$ cat config.mk
export PLATFORM = sky130hd
export DESIGN_NAME = linsens_seq_ctrl
export DESIGN_NICKNAME = d
export VERILOG_FILES = /design/src/rtl/linsens_pkg.sv /design/src/rtl/linsens_seq_ctrl_sync_edge_det.sv /design/src/rtl/linsens_seq_ctrl.sv
export SDC_FILE = /design/constraint.sdc
export NUM_CORES = 1
export LEC_CHECK = 0
export BUFFER_PORTS_ARGS = -buffer_cell sky130_fd_sc_hd__buf_4
export CORE_MARGIN = 1.5
export CORE_UTILIZATION = 41
export DETAILED_ROUTE_END_ITERATION = 6
export HOLD_SLACK_MARGIN = 0.03
export PLACE_DENSITY = 0.59
export SETUP_SLACK_MARGIN = 0.1
export SLEW_MARGIN = 10
export SYNTH_ARGS = -nofsm -noshare
export SYNTH_HDL_FRONTEND = slang
export SYNTH_HIERARCHICAL = 1
export SYNTH_SLANG_ARGS = --single-unit
$ cat constraint.sdc
create_clock -name FPGA_CLK -period 3.15 [get_ports FPGA_CLK]
set_input_delay 0.315 -clock FPGA_CLK [delete_from_list [all_inputs] [get_ports FPGA_CLK]]
set_output_delay 0.315 -clock FPGA_CLK [all_outputs]
set_load 0.05 [all_outputs]
$ cat src/rtl/linsens_pkg.sv
// Shared types and parameter checks for the line-sensor sequencer.
package linsens_pkg;

   typedef enum logic [1:0] {
      IDLE    = 2'd0,
      INTEG   = 2'd1,
      READOUT = 2'd2,
      WAIT    = 2'd3
   } seq_state_e;

   // True when the sequencer parameters describe a usable sensor timing.
   function automatic bit params_ok(input int div, input int st_period, input int st_high,
                                    input int num_pix, input int fcnt_w);
      return (div >= 2) && (st_high >= 1) && (st_high < st_period) &&
             (num_pix >= 2) && (fcnt_w >= 1);
   endfunction

endpackage

$ cat src/rtl/linsens_seq_ctrl_sync_edge_det.sv
// Two-flop synchroniser followed by a registered rising-edge detector.
module sync_edge_det (
   input  logic clk,
   input  logic rst_n,
   input  logic din,
   output logic rise
);

   logic meta_q, meta_d;
   logic sync_q, sync_d;
   logic prev_q, prev_d;
   logic rise_q, rise_d;

   // Shift the input through the synchroniser and flag a 0->1 step.
   always_comb begin
      meta_d = din;
      sync_d = meta_q;
      prev_d = sync_q;
      rise_d = sync_q & ~prev_q;
   end

   // Synchroniser, history and edge flops.
   always_ff @(posedge clk or negedge rst_n) begin
      if (!rst_n) begin
         meta_q <= 1'b0;
         sync_q <= 1'b0;
         prev_q <= 1'b0;
         rise_q <= 1'b0;
      end else begin
         meta_q <= meta_d;
         sync_q <= sync_d;
         prev_q <= prev_d;
         rise_q <= rise_d;
      end
   end

   assign rise = rise_q;

endmodule

$ cat src/rtl/linsens_seq_ctrl.sv
// Line-sensor sequencer: sensor clock, frame-synchronous ST, TRG pixel
// indexing and EOC frame termination with single-shot/continuous modes.
module linsens_seq_ctrl
   import linsens_pkg::*;
#(
   parameter int DIV       = 8,
   parameter int ST_PERIOD = 1000,
   parameter int ST_HIGH   = 200,
   parameter int NUM_PIX   = 1024,
   parameter int FCNT_W    = 16
) (
   input  logic                       FPGA_CLK,
   input  logic                       FPGA_RST,
   input  logic                       start,
   input  logic                       stop,
   input  logic                       cont_mode,
   input  logic                       TRG,
   input  logic                       EOC,
   output logic                       SENSOR_CLK,
   output logic                       ST,
   output logic                       busy,
   output logic                       pix_valid,
   output logic [$clog2(NUM_PIX)-1:0] pix_idx,
   output logic                       frame_done,
   output logic [FCNT_W-1:0]          frame_cnt,
   output logic                       timeout_err,
   output logic                       pix_err
);

   localparam int DIV_W = $clog2(DIV);
   localparam int STC_W = $clog2(ST_PERIOD);
   localparam int IDX_W = $clog2(NUM_PIX);
   localparam int ACC_W = $clog2(NUM_PIX + 1);
   localparam logic [DIV_W-1:0] DIV_LAST     = DIV_W'(DIV - 1);
   localparam logic [STC_W-1:0] ST_HIGH_LAST = STC_W'(ST_HIGH - 1);
   localparam logic [STC_W-1:0] ST_PER_LAST  = STC_W'(ST_PERIOD - 1);
   localparam logic [ACC_W-1:0] ACC_FULL     = ACC_W'(NUM_PIX);

   generate
      if (!params_ok(DIV, ST_PERIOD, ST_HIGH, NUM_PIX, FCNT_W)) begin : g_param_err
         $error("linsens_seq_ctrl: parameter out of range");
      end
   endgenerate

   seq_state_e        state_q, state_d;
   logic [DIV_W-1:0]  div_cnt_q, div_cnt_d;
   logic              sclk_q, sclk_d;
   logic [STC_W-1:0]  st_cnt_q, st_cnt_d;
   logic              st_q, st_d;
   logic              busy_q, busy_d;
   logic              stop_req_q, stop_req_d;
   logic [ACC_W-1:0]  acc_cnt_q, acc_cnt_d;
   logic [IDX_W-1:0]  pix_idx_q, pix_idx_d;
   logic              pix_valid_q, pix_valid_d;
   logic              frame_done_q, frame_done_d;
   logic [FCNT_W-1:0] frame_cnt_q, frame_cnt_d;
   logic              timeout_err_q, timeout_err_d;
   logic              pix_err_q, pix_err_d;

   logic              trg_rise, eoc_rise;
   logic              sclk_tick, sclk_fall;
   logic              trg_take, trg_over;
   logic [ACC_W-1:0]  acc_next;
   logic [STC_W-1:0]  st_cnt_inc;

   sync_edge_det u_trg_edge (.clk(FPGA_CLK), .rst_n(FPGA_RST), .din(TRG), .rise(trg_rise));
   sync_edge_det u_eoc_edge (.clk(FPGA_CLK), .rst_n(FPGA_RST), .din(EOC), .rise(eoc_rise));

   assign sclk_tick  = (div_cnt_q == DIV_LAST);
   assign sclk_fall  = sclk_tick & sclk_q;
   assign trg_take   = trg_rise & (acc_cnt_q < ACC_FULL);
   assign trg_over   = trg_rise & ~(acc_cnt_q < ACC_FULL);
   assign acc_next   = trg_take ? (acc_cnt_q + ACC_W'(1)) : acc_cnt_q;
   assign st_cnt_inc = (st_cnt_q == ST_PER_LAST) ? {STC_W{1'b0}} : (st_cnt_q + STC_W'(1));

   // Free-running sensor clock divider, independent of the sequencer state.
   always_comb begin
      if (sclk_tick) begin
         div_cnt_d = {DIV_W{1'b0}};
         sclk_d    = ~sclk_q;
      end else begin
         div_cnt_d = div_cnt_q + DIV_W'(1);
         sclk_d    = sclk_q;
      end
   end

   // Frame sequencer: ST timing, pixel acceptance, frame termination and flags.
   always_comb begin
      state_d       = state_q;
      st_cnt_d      = st_cnt_q;
      st_d          = st_q;
      busy_d        = busy_q;
      acc_cnt_d     = acc_cnt_q;
      pix_idx_d     = pix_idx_q;
      pix_valid_d   = 1'b0;
      frame_done_d  = 1'b0;
      frame_cnt_d   = frame_cnt_q;
      timeout_err_d = timeout_err_q;
      pix_err_d     = pix_err_q;
      if (busy_q && stop) begin
         stop_req_d = 1'b1;
      end else begin
         stop_req_d = stop_req_q;
      end

      case (state_q)
         IDLE: begin
            st_d = 1'b0;
            // busy while in IDLE means a start was accepted and we are armed
            if (!busy_q) begin
               if (start) begin
                  busy_d        = 1'b1;
                  timeout_err_d = 1'b0;
                  pix_err_d     = 1'b0;
                  pix_idx_d     = {IDX_W{1'b0}};
                  acc_cnt_d     = {ACC_W{1'b0}};
               end else begin
                  busy_d = 1'b0;
               end
            end else if (sclk_fall) begin
               state_d  = INTEG;
               st_cnt_d = {STC_W{1'b0}};
               st_d     = 1'b1;
            end else begin
               state_d = IDLE;
            end
         end
         INTEG: begin
            if (sclk_fall) begin
               st_cnt_d = st_cnt_inc;
               if (st_cnt_q == ST_HIGH_LAST) begin
                  st_d    = 1'b0;
                  state_d = READOUT;
               end else begin
                  st_d = 1'b1;
               end
            end else begin
               st_d = 1'b1;
            end
         end
         READOUT: begin
            st_d = 1'b0;
            if (sclk_fall) begin
               st_cnt_d = st_cnt_inc;
            end else begin
               st_cnt_d = st_cnt_q;
            end
            // a TRG edge coincident with EOC is counted before the frame check
            acc_cnt_d = acc_next;
            if (trg_take) begin
               pix_valid_d = 1'b1;
               pix_idx_d   = IDX_W'(acc_cnt_q);
            end else begin
               pix_valid_d = 1'b0;
            end
            pix_err_d = pix_err_q | trg_over | (eoc_rise & (acc_next != ACC_FULL));
            if (eoc_rise) begin
               frame_done_d = 1'b1;
               frame_cnt_d  = frame_cnt_q + FCNT_W'(1);
               state_d      = WAIT;
            end else if (sclk_fall && (st_cnt_q == ST_PER_LAST)) begin
               timeout_err_d = 1'b1;
               busy_d        = 1'b0;
               stop_req_d    = 1'b0;
               state_d       = IDLE;
            end else begin
               state_d = READOUT;
            end
         end
         WAIT: begin
            st_d = 1'b0;
            if (sclk_fall) begin
               st_cnt_d = st_cnt_inc;
               if (st_cnt_q == ST_PER_LAST) begin
                  if (cont_mode && !stop_req_q && !stop) begin
                     state_d   = INTEG;
                     st_cnt_d  = {STC_W{1'b0}};
                     st_d      = 1'b1;
                     pix_idx_d = {IDX_W{1'b0}};
                     acc_cnt_d = {ACC_W{1'b0}};
                  end else begin
                     state_d    = IDLE;
                     busy_d     = 1'b0;
                     stop_req_d = 1'b0;
                  end
               end else begin
                  state_d = WAIT;
               end
            end else begin
               state_d = WAIT;
            end
         end
         default: begin
            state_d    = IDLE;
            st_d       = 1'b0;
            busy_d     = 1'b0;
            stop_req_d = 1'b0;
         end
      endcase
   end

   // State, counter and registered-output flops.
   always_ff @(posedge FPGA_CLK or negedge FPGA_RST) begin
      if (!FPGA_RST) begin
         state_q       <= IDLE;
         div_cnt_q     <= {DIV_W{1'b0}};
         sclk_q        <= 1'b0;
         st_cnt_q      <= {STC_W{1'b0}};
         st_q          <= 1'b0;
         busy_q        <= 1'b0;
         stop_req_q    <= 1'b0;
         acc_cnt_q     <= {ACC_W{1'b0}};
         pix_idx_q     <= {IDX_W{1'b0}};
         pix_valid_q   <= 1'b0;
         frame_done_q  <= 1'b0;
         frame_cnt_q   <= {FCNT_W{1'b0}};
         timeout_err_q <= 1'b0;
         pix_err_q     <= 1'b0;
      end else begin
         state_q       <= state_d;
         div_cnt_q     <= div_cnt_d;
         sclk_q        <= sclk_d;
         st_cnt_q      <= st_cnt_d;
         st_q          <= st_d;
         busy_q        <= busy_d;
         stop_req_q    <= stop_req_d;
         acc_cnt_q     <= acc_cnt_d;
         pix_idx_q     <= pix_idx_d;
         pix_valid_q   <= pix_valid_d;
         frame_done_q  <= frame_done_d;
         frame_cnt_q   <= frame_cnt_d;
         timeout_err_q <= timeout_err_d;
         pix_err_q     <= pix_err_d;
      end
   end

   assign SENSOR_CLK  = sclk_q;
   assign ST          = st_q;
   assign busy        = busy_q;
   assign pix_valid   = pix_valid_q;
   assign pix_idx     = pix_idx_q;
   assign frame_done  = frame_done_q;
   assign frame_cnt   = frame_cnt_q;
   assign timeout_err = timeout_err_q;
   assign pix_err     = pix_err_q;

endmodule

==> impl_metrics.csv, run 1 <==
group,metric,value,unit
timing,fin_worst_skew,0.00863,ns
flow_run,maxCapViolCount,0,
cts,cts_made_buffers,9,
worst_setup_path,cp-end-kind,"register",
routing,vias,2659,
floorplanning,start_util,0.421,
timing,drv_slew,0,
cts,cts_root_buffer,"clkbuf_8",
floorplanning,die_width,94.9,microns
timing,setup_slack,0.944,ns
worst_setup_path,r2r-start,"div_cnt_q[0]$_DFF_PN0_",
layout,area_growth,16.2,%
timing,relSlewSlack,0.434,
global_routing,antenna_found_initial,0,
timing,tns,0,ns
timing,setup_viol,0,
routing,via_per_inst,5.30,
layout,seqCellArea,1700,sq um
power,p_int,1.25,mW
routing,dr.pass1.iters,4,
global_routing,grt_max_degree,69,
logic_synthesis,synthCells,356,
logic_synthesis,syn-num-nets,373,
worst_setup_path,r2r_cells,8,
power,powerDensity,398,nW/um^2
routing,drcViolationCount,0,
worst_setup_path,crit_family,"simple AND/OR/NAND/NOR gates",
power,p_seq_frac,0.551,
cts,cts_tree,"yes",
place,dpl.hpwl,4830,microns
power,switching_share,0.218,
run_status,outcome,"finished clean",
cts,postCtsSetupRepairBufs,0,
cts,clock_path_buffers,2,
cts,htreeDepth,3,
logic_synthesis,yosys.area.top_type,"dfrtp_1",
layout,final_area,4020,sq um
floorplanning,fp-row-count,33,
floorplanning,dieHeight,94.9,microns
worst_setup_path,cp_max_fo,30,
timing,max_freq,0.453,GHz
global_routing,grt_first_pass_wirelength,11900,microns
timing,rsz0062_at_grt,"no",
cts,clkTransAtPathRegs,0.07,ns
worst_setup_path,critPathLaunchType,"register",
global_routing,grt_pass1_vias,2471,
logic_synthesis,ys_seq_area_frac,0.492,
global_routing,grtUsageTotal,0.171,
routing,wirelength,7080,microns
worst_setup_path,crit_arrival,2.48,ns
power,clkPwrFrac,0.431,
logic_synthesis,ys.flop_type,"dfrtp_1",
logic_synthesis,yosys.cell_types.count,54,
layout,multi_input_area,1640,sq um
power,power_leakage,1.85,nW
floorplanning,die_area,9000,sq um
layout,drive_gt1_frac,0.171,
worst_hold_path,timing.hold.worst.class,"primary input to async pin",
worst_setup_path,path_cells,"ha_1 > ha_1 > nand4_1 > nor4_4 > o21ai_2 > buf_4 > or4b_1 > nand3_1",
power,p_comb_frac,0.018,
place,port_buffers,39,
logic_synthesis,yosysWarningCount,6,
layout,fill_cells,778,
cts,ctsHoldBuffers,0,
logic_synthesis,ys_seq_elements,68,
layout,antenna_cells,0,
logic_synthesis,post_synth_instance_area,3460,sq um
timing,worst_pin_slew,0.849,ns
timing,finalCritPeriodShare,0.700,
logic_synthesis,async_reset_ff_frac,1.00,
layout,nets,409,
floorplanning,io_pins,40,
logic_synthesis,synth_top_area_frac,0.492,
worst_setup_path,critPathKind,"register to register",
routing,routedWlPerCell,14.1,microns
power,max-vdd-ir-drop,0.258,mV
cts,clock_sinks,68,
worst_setup_path,r2r_end,"acc_cnt_q[9]$_DFFE_PN0P_",
routing,ant_nets,0,
cts,clk_latency,0.34,ns
worst_setup_path,cpPeakStageDelay,0.53,ns
worst_setup_path,cp.required,3.42,ns
place,placed_cell_area,3840,sq um
power,power_switching,0.349,mW
cts,post_cts_resized,0,
timing,fin_crit,2.21,ns
timing,final-hold-violation-count,0,
worst_setup_path,slowest_stage,"or4b_1",
worst_setup_path,cp_common_cell,"ha_1",
logic_synthesis,synth_edf_count,0,
place,gp_congestion,0.773,
routing,drt-initial-drc-count,96,
global_routing,gr-total-overflow,0,
floorplanning,core,8220,sq um
worst_setup_path,rrSetupSlack,0.94,ns
logic_synthesis,avgSynthCellArea,9.72,sq um
place,post-place-ws,0.948,ns
worst_setup_path,cp_num_buf_inv,1,
logic_synthesis,synth_area_leaders,"dfrtp_1 49%, xnor2_1 5.3%, nand2_1 4.8%",
-- power groups by stage --
stage               Combinational (mW)  Clock (mW)  Sequential [mW]
floorplan                      0.00557           0            0.898
global placement                0.0311           0            0.899
detailed placement              0.0311           0            0.899
CTS                             0.0310       0.718            0.882
global route                    0.0348       0.759            0.882
finish                          0.0291       0.690            0.882
-- cells in the mapped netlist (all sizes together), types with 4 or more instances --
cell type / instances
nand4: 5
nand3b: 7
a21oi: 21
o21ai: 19
buf: 4
clkbuf: 14
xor2: 4
and2: 6
inv: 10
xnor2: 21
and3: 14
nor3: 10
nand2b: 6
nor2b: 4
a31oi: 6
nand2: 44
dfrtp: 68
o221ai: 4
nand3: 21
nor2: 22
ha: 10
-- through the flow --
stage	cells	power (mW)	util	hold WS (ns)
2_1_floorplan	356	0.903	-	0.0194
3_3_place_gp	486	0.930	0.467	0.332
6_report	502	1.60	0.490	0.0750
5_1_grt	502	1.68	0.490	0.0623
4_1_cts	502	1.63	0.490	0.0682
3_5_place_dp	486	0.930	0.467	0.336
-- sequential cells by signal (all words and copies together), names as in the netlist --
register / flops
u_trg_edge/prev_d: 1
pix_err: 1
stop_req_q: 1
pix_idx: 10
ST: 1
state_q: 2
st_cnt_q: 10
busy: 1
pix_valid: 1
SENSOR_CLK: 1
acc_cnt_q: 11
u_eoc_edge/prev_q: 1
div_cnt_q: 3
timeout_err: 1
u_trg_edge/rise: 1
u_eoc_edge/rise: 1
u_trg_edge/meta_q: 1
frame_done: 1
frame_cnt: 16
u_eoc_edge/prev_d: 1
u_eoc_edge/meta_q: 1
u_trg_edge/prev_q: 1
-- kinds of logic (layout without fill, tap and decap cells) --
kind of cell	count (synthesis)	count (layout)	share of synthesized area
simple gates	158	158	0.253
flops	68	68	0.492
compound gates	65	65	0.116
buf+inv	28	69	0.0336
xor+xnor	25	25	0.0632
fa+ha+maj	10	10	0.0361
mux	2	2	0.00614
-- cell type report --
| type | instances | share of cell area |
|---|---|---|
| multi-input cells | 260 | 0.409 |
| well taps | 105 | 0.0327 |
| flip-flops and latches | 68 | 0.423 |
| clock buffers | 12 | 0.0336 |
| clock inverters | 4 | 0.0124 |
| inverters | 10 | 0.00933 |
| repair buffers | 43 | 0.0802 |
-- layout by cell type, fill, tap and decap left out, drive strengths merged, types with 4 or more instances in the layout --
cell     n
clkbuf  12
a31oi    6
o21ai   19
buf     43
and2     6
and3    14
nand3b   7
xnor2   21
nand4    5
nand2   44
inv     10
o221ai   4
nand3   21
nor3    10
nand2b   6
xor2     4
a21oi   21
dfrtp   68
nor2b    4
ha      10
nor2    22
-- metal layers --
layer  routed length, microns  track usage
met5                        0            0
met4                       43       0.0423
met3                      260       0.0539
met2                     3390        0.271
met1                     3380        0.226
-- how the worst max path moves through the flow --
| stage | from | to | cells after the start | slack [ns] |
|---|---|---|---|---|
| final | div_cnt_q[0]$_DFF_PN0_ | acc_cnt_q[9]$_DFFE_PN0P_ | 8 | 0.94 |
| after global routing | div_cnt_q[0]$_DFF_PN0_ | acc_cnt_q[7]$_DFFE_PN0P_ | 8 | 0.80 |
| after CTS | div_cnt_q[0]$_DFF_PN0_ | acc_cnt_q[9]$_DFFE_PN0P_ | 8 | 0.93 |
| after detailed placement | div_cnt_q[0]$_DFF_PN0_ | acc_cnt_q[9]$_DFFE_PN0P_ | 8 | 0.95 |
| after global placement | div_cnt_q[0]$_DFF_PN0_ | acc_cnt_q[8]$_DFFE_PN0P_ | 8 | 1.06 |
| after floorplan | SENSOR_CLK$_DFFE_PN0N_ | acc_cnt_q[7]$_DFFE_PN0P_ | 6 | 1.19 |
(Power assumes the default switching activity.)
==> run 2: changes to the inputs <==
- clock period: 3.15 -> 2.2 ns (I/O delays scaled with it)
==> impl_metrics.csv, run 2 (synthesis gave the netlist of run 1 again) <==
group,metric,value,unit
cts,cts_root_buffer,"clkbuf_8",
layout,antenna_cells,0,
power,p_int,1.81,mW
worst_setup_path,cp_max_fo,5,
flow_run,maxCapViolCount,0,
layout,final_common_cell,"dfrtp_1",
global_routing,gr-total-overflow,0,
routing,wirelength,7400,microns
timing,final-hold-violation-count,0,
worst_setup_path,critPathLaunchType,"register",
power,powerDensity,571,nW/um^2
timing,worst_pin_slew,0.877,ns
worst_setup_path,crit_arrival,2.22,ns
power,power_leakage,1.91,nW
run_status,outcome,"finished clean",
cts,cts_tree,"yes",
layout,largest_reg_flops,16,
routing,ant_nets,0,
routing,routedWlPerCell,14.4,microns
power,p_seq_frac,0.530,
timing,relSlewSlack,0.415,
worst_setup_path,cp-end-kind,"register",
layout,fin_cells,513,
floorplanning,start_util,0.421,
global_routing,grt_max_degree,69,
timing,finalCritPeriodShare,0.905,
timing,fin_crit,1.99,ns
timing,fin_worst_skew,0.00926,ns
global_routing,antenna_found_initial,0,
power,clkPwrFrac,0.451,
routing,drt-initial-drc-count,89,
power,power_switching,0.570,mW
timing,rsz0062_at_grt,"no",
floorplanning,die_area,9000,sq um
routing,via_per_inst,5.27,
place,port_buffers,39,
floorplanning,io_pins,40,
place,gp_congestion,0.827,
cts,htreeDepth,3,
layout,nets,420,
floorplanning,die_width,94.9,microns
power,switching_share,0.239,
routing,dr.pass1.iters,4,
timing,tns,0,ns
timing,drv_slew,0,
floorplanning,dieHeight,94.9,microns
worst_setup_path,cp.required,2.43,ns
cts,clock_sinks,68,
timing,whs,0.167,ns
global_routing,grt_pass1_vias,2549,
cts,clk_latency,0.36,ns
layout,layout_common_cells,"67 x dfrtp_1, 51 x buf_4, 44 x nand2_1",
layout,drive_gt1_frac,0.206,
timing,setup_viol,0,
layout,fill_cells,762,
routing,drcViolationCount,0,
cts,clock_path_buffers,2,
floorplanning,core,8220,sq um
timing,max_freq,0.503,GHz
floorplanning,fp-row-count,33,
worst_hold_path,timing.hold.worst.class,"primary input to register",
global_routing,grt_first_pass_wirelength,12400,microns
cts,clkTransAtPathRegs,0.08,ns
place,dp_cells,493,
worst_setup_path,critPathKind,"register to register",
layout,area_growth,20.5,%
power,p_comb_frac,0.020,
cts,cts_made_buffers,9,
place,dpl.hpwl,4960,microns
layout,post-route-util,0.508,
global_routing,grtUsageTotal,0.179,
power,max-vdd-ir-drop,0.323,mV
routing,vias,2705,
==> run 2: changes by cell type in the layout (fill, tap and decap cells not counted), sizes merged <==
cell         before  now
clkbuf           12    9
inv              10   13
buf              43   51
clkinvlp          2    0
dlygate4sd3       0    3
clkinv            1    3
==> run 2: power groups by stage <==
stage | Sequential [mW] | Combinational, mW | Clock, mW
floorplan | 1.29 | 0.00798 | 0
global placement | 1.29 | 0.0452 | 0
detailed placement | 1.29 | 0.0454 | 0
CTS | 1.26 | 0.0495 | 1.11
global route | 1.26 | 0.0543 | 1.16
finish | 1.26 | 0.0466 | 1.07
==> run 2: layer usage <==
layer,wire [microns],track usage
met5,0,0
met4,125,0.0759
met2,3390,0.273
met1,3660,0.249
met3,225,0.0346
==> run 2: layout make-up <==
type | instances | area (sq um) | area share
flip-flops and latches | 68 | 1700 | 0.408
multi-input cells | 260 | 1680 | 0.403
clock inverters | 7 | 82.6 | 0.0198
well taps | 105 | 131 | 0.0315
inverters | 10 | 37.5 | 0.00900
repair buffers | 54 | 413 | 0.0990
clock buffers | 9 | 124 | 0.0297
==> run 2: what timing repair did <==
item	4_1_cts	5_1_grt
endpoints found under the setup margin	0	28
hold buffers	3	0
resized for setup	0	8
buffers inserted	0	1
endpoints found under the hold margin	45	0
==> run 2: path summary, 6_finish.rpt <==
kind	startpoint	endpoint	slack, ns	cells past startpoint
worst min-delay path	stop	stop_req_q$_DFF_PN0_	0.17	3
worst max register to register	st_cnt_q[1]$_DFFE_PN0P_	state_q[0]$_DFFE_PN0P_	0.21	6
min in group asynchronous	FPGA_RST	acc_cnt_q[6]$_DFFE_PN0P_	0.52	2
worst max-delay path	st_cnt_q[1]$_DFFE_PN0P_	state_q[0]$_DFFE_PN0P_	0.21	6
max in group asynchronous	FPGA_RST	acc_cnt_q[0]$_DFFE_PN0P_	1.07	2
worst min register to register	u_trg_edge/meta_q$_DFF_PN0_	u_trg_edge/prev_d$_DFF_PN0_	0.35	0
==> run 2: critical path: stages (launching register included) <==
cell,delay (ns)
dfrtp_1,0.37
ha_2,0.23
nand4_4,0.14
or4_4,0.56
o21a_1,0.21
o311ai_1,0.26
o21ai_1,0.10
==> run 2: per-stage QoR <==
step / setup slack, ns / power [mW] / cell area, sq um
after floorplan: 0.237 / 1.29 / 3460
after global placement: 0.215 / 1.33 / 3890
after detailed placement: 0.149 / 1.33 / 3890
after CTS: 0.110 / 2.42 / 4130
after global routing: 0.101 / 2.48 / 4170
final: 0.210 / 2.38 / 4170
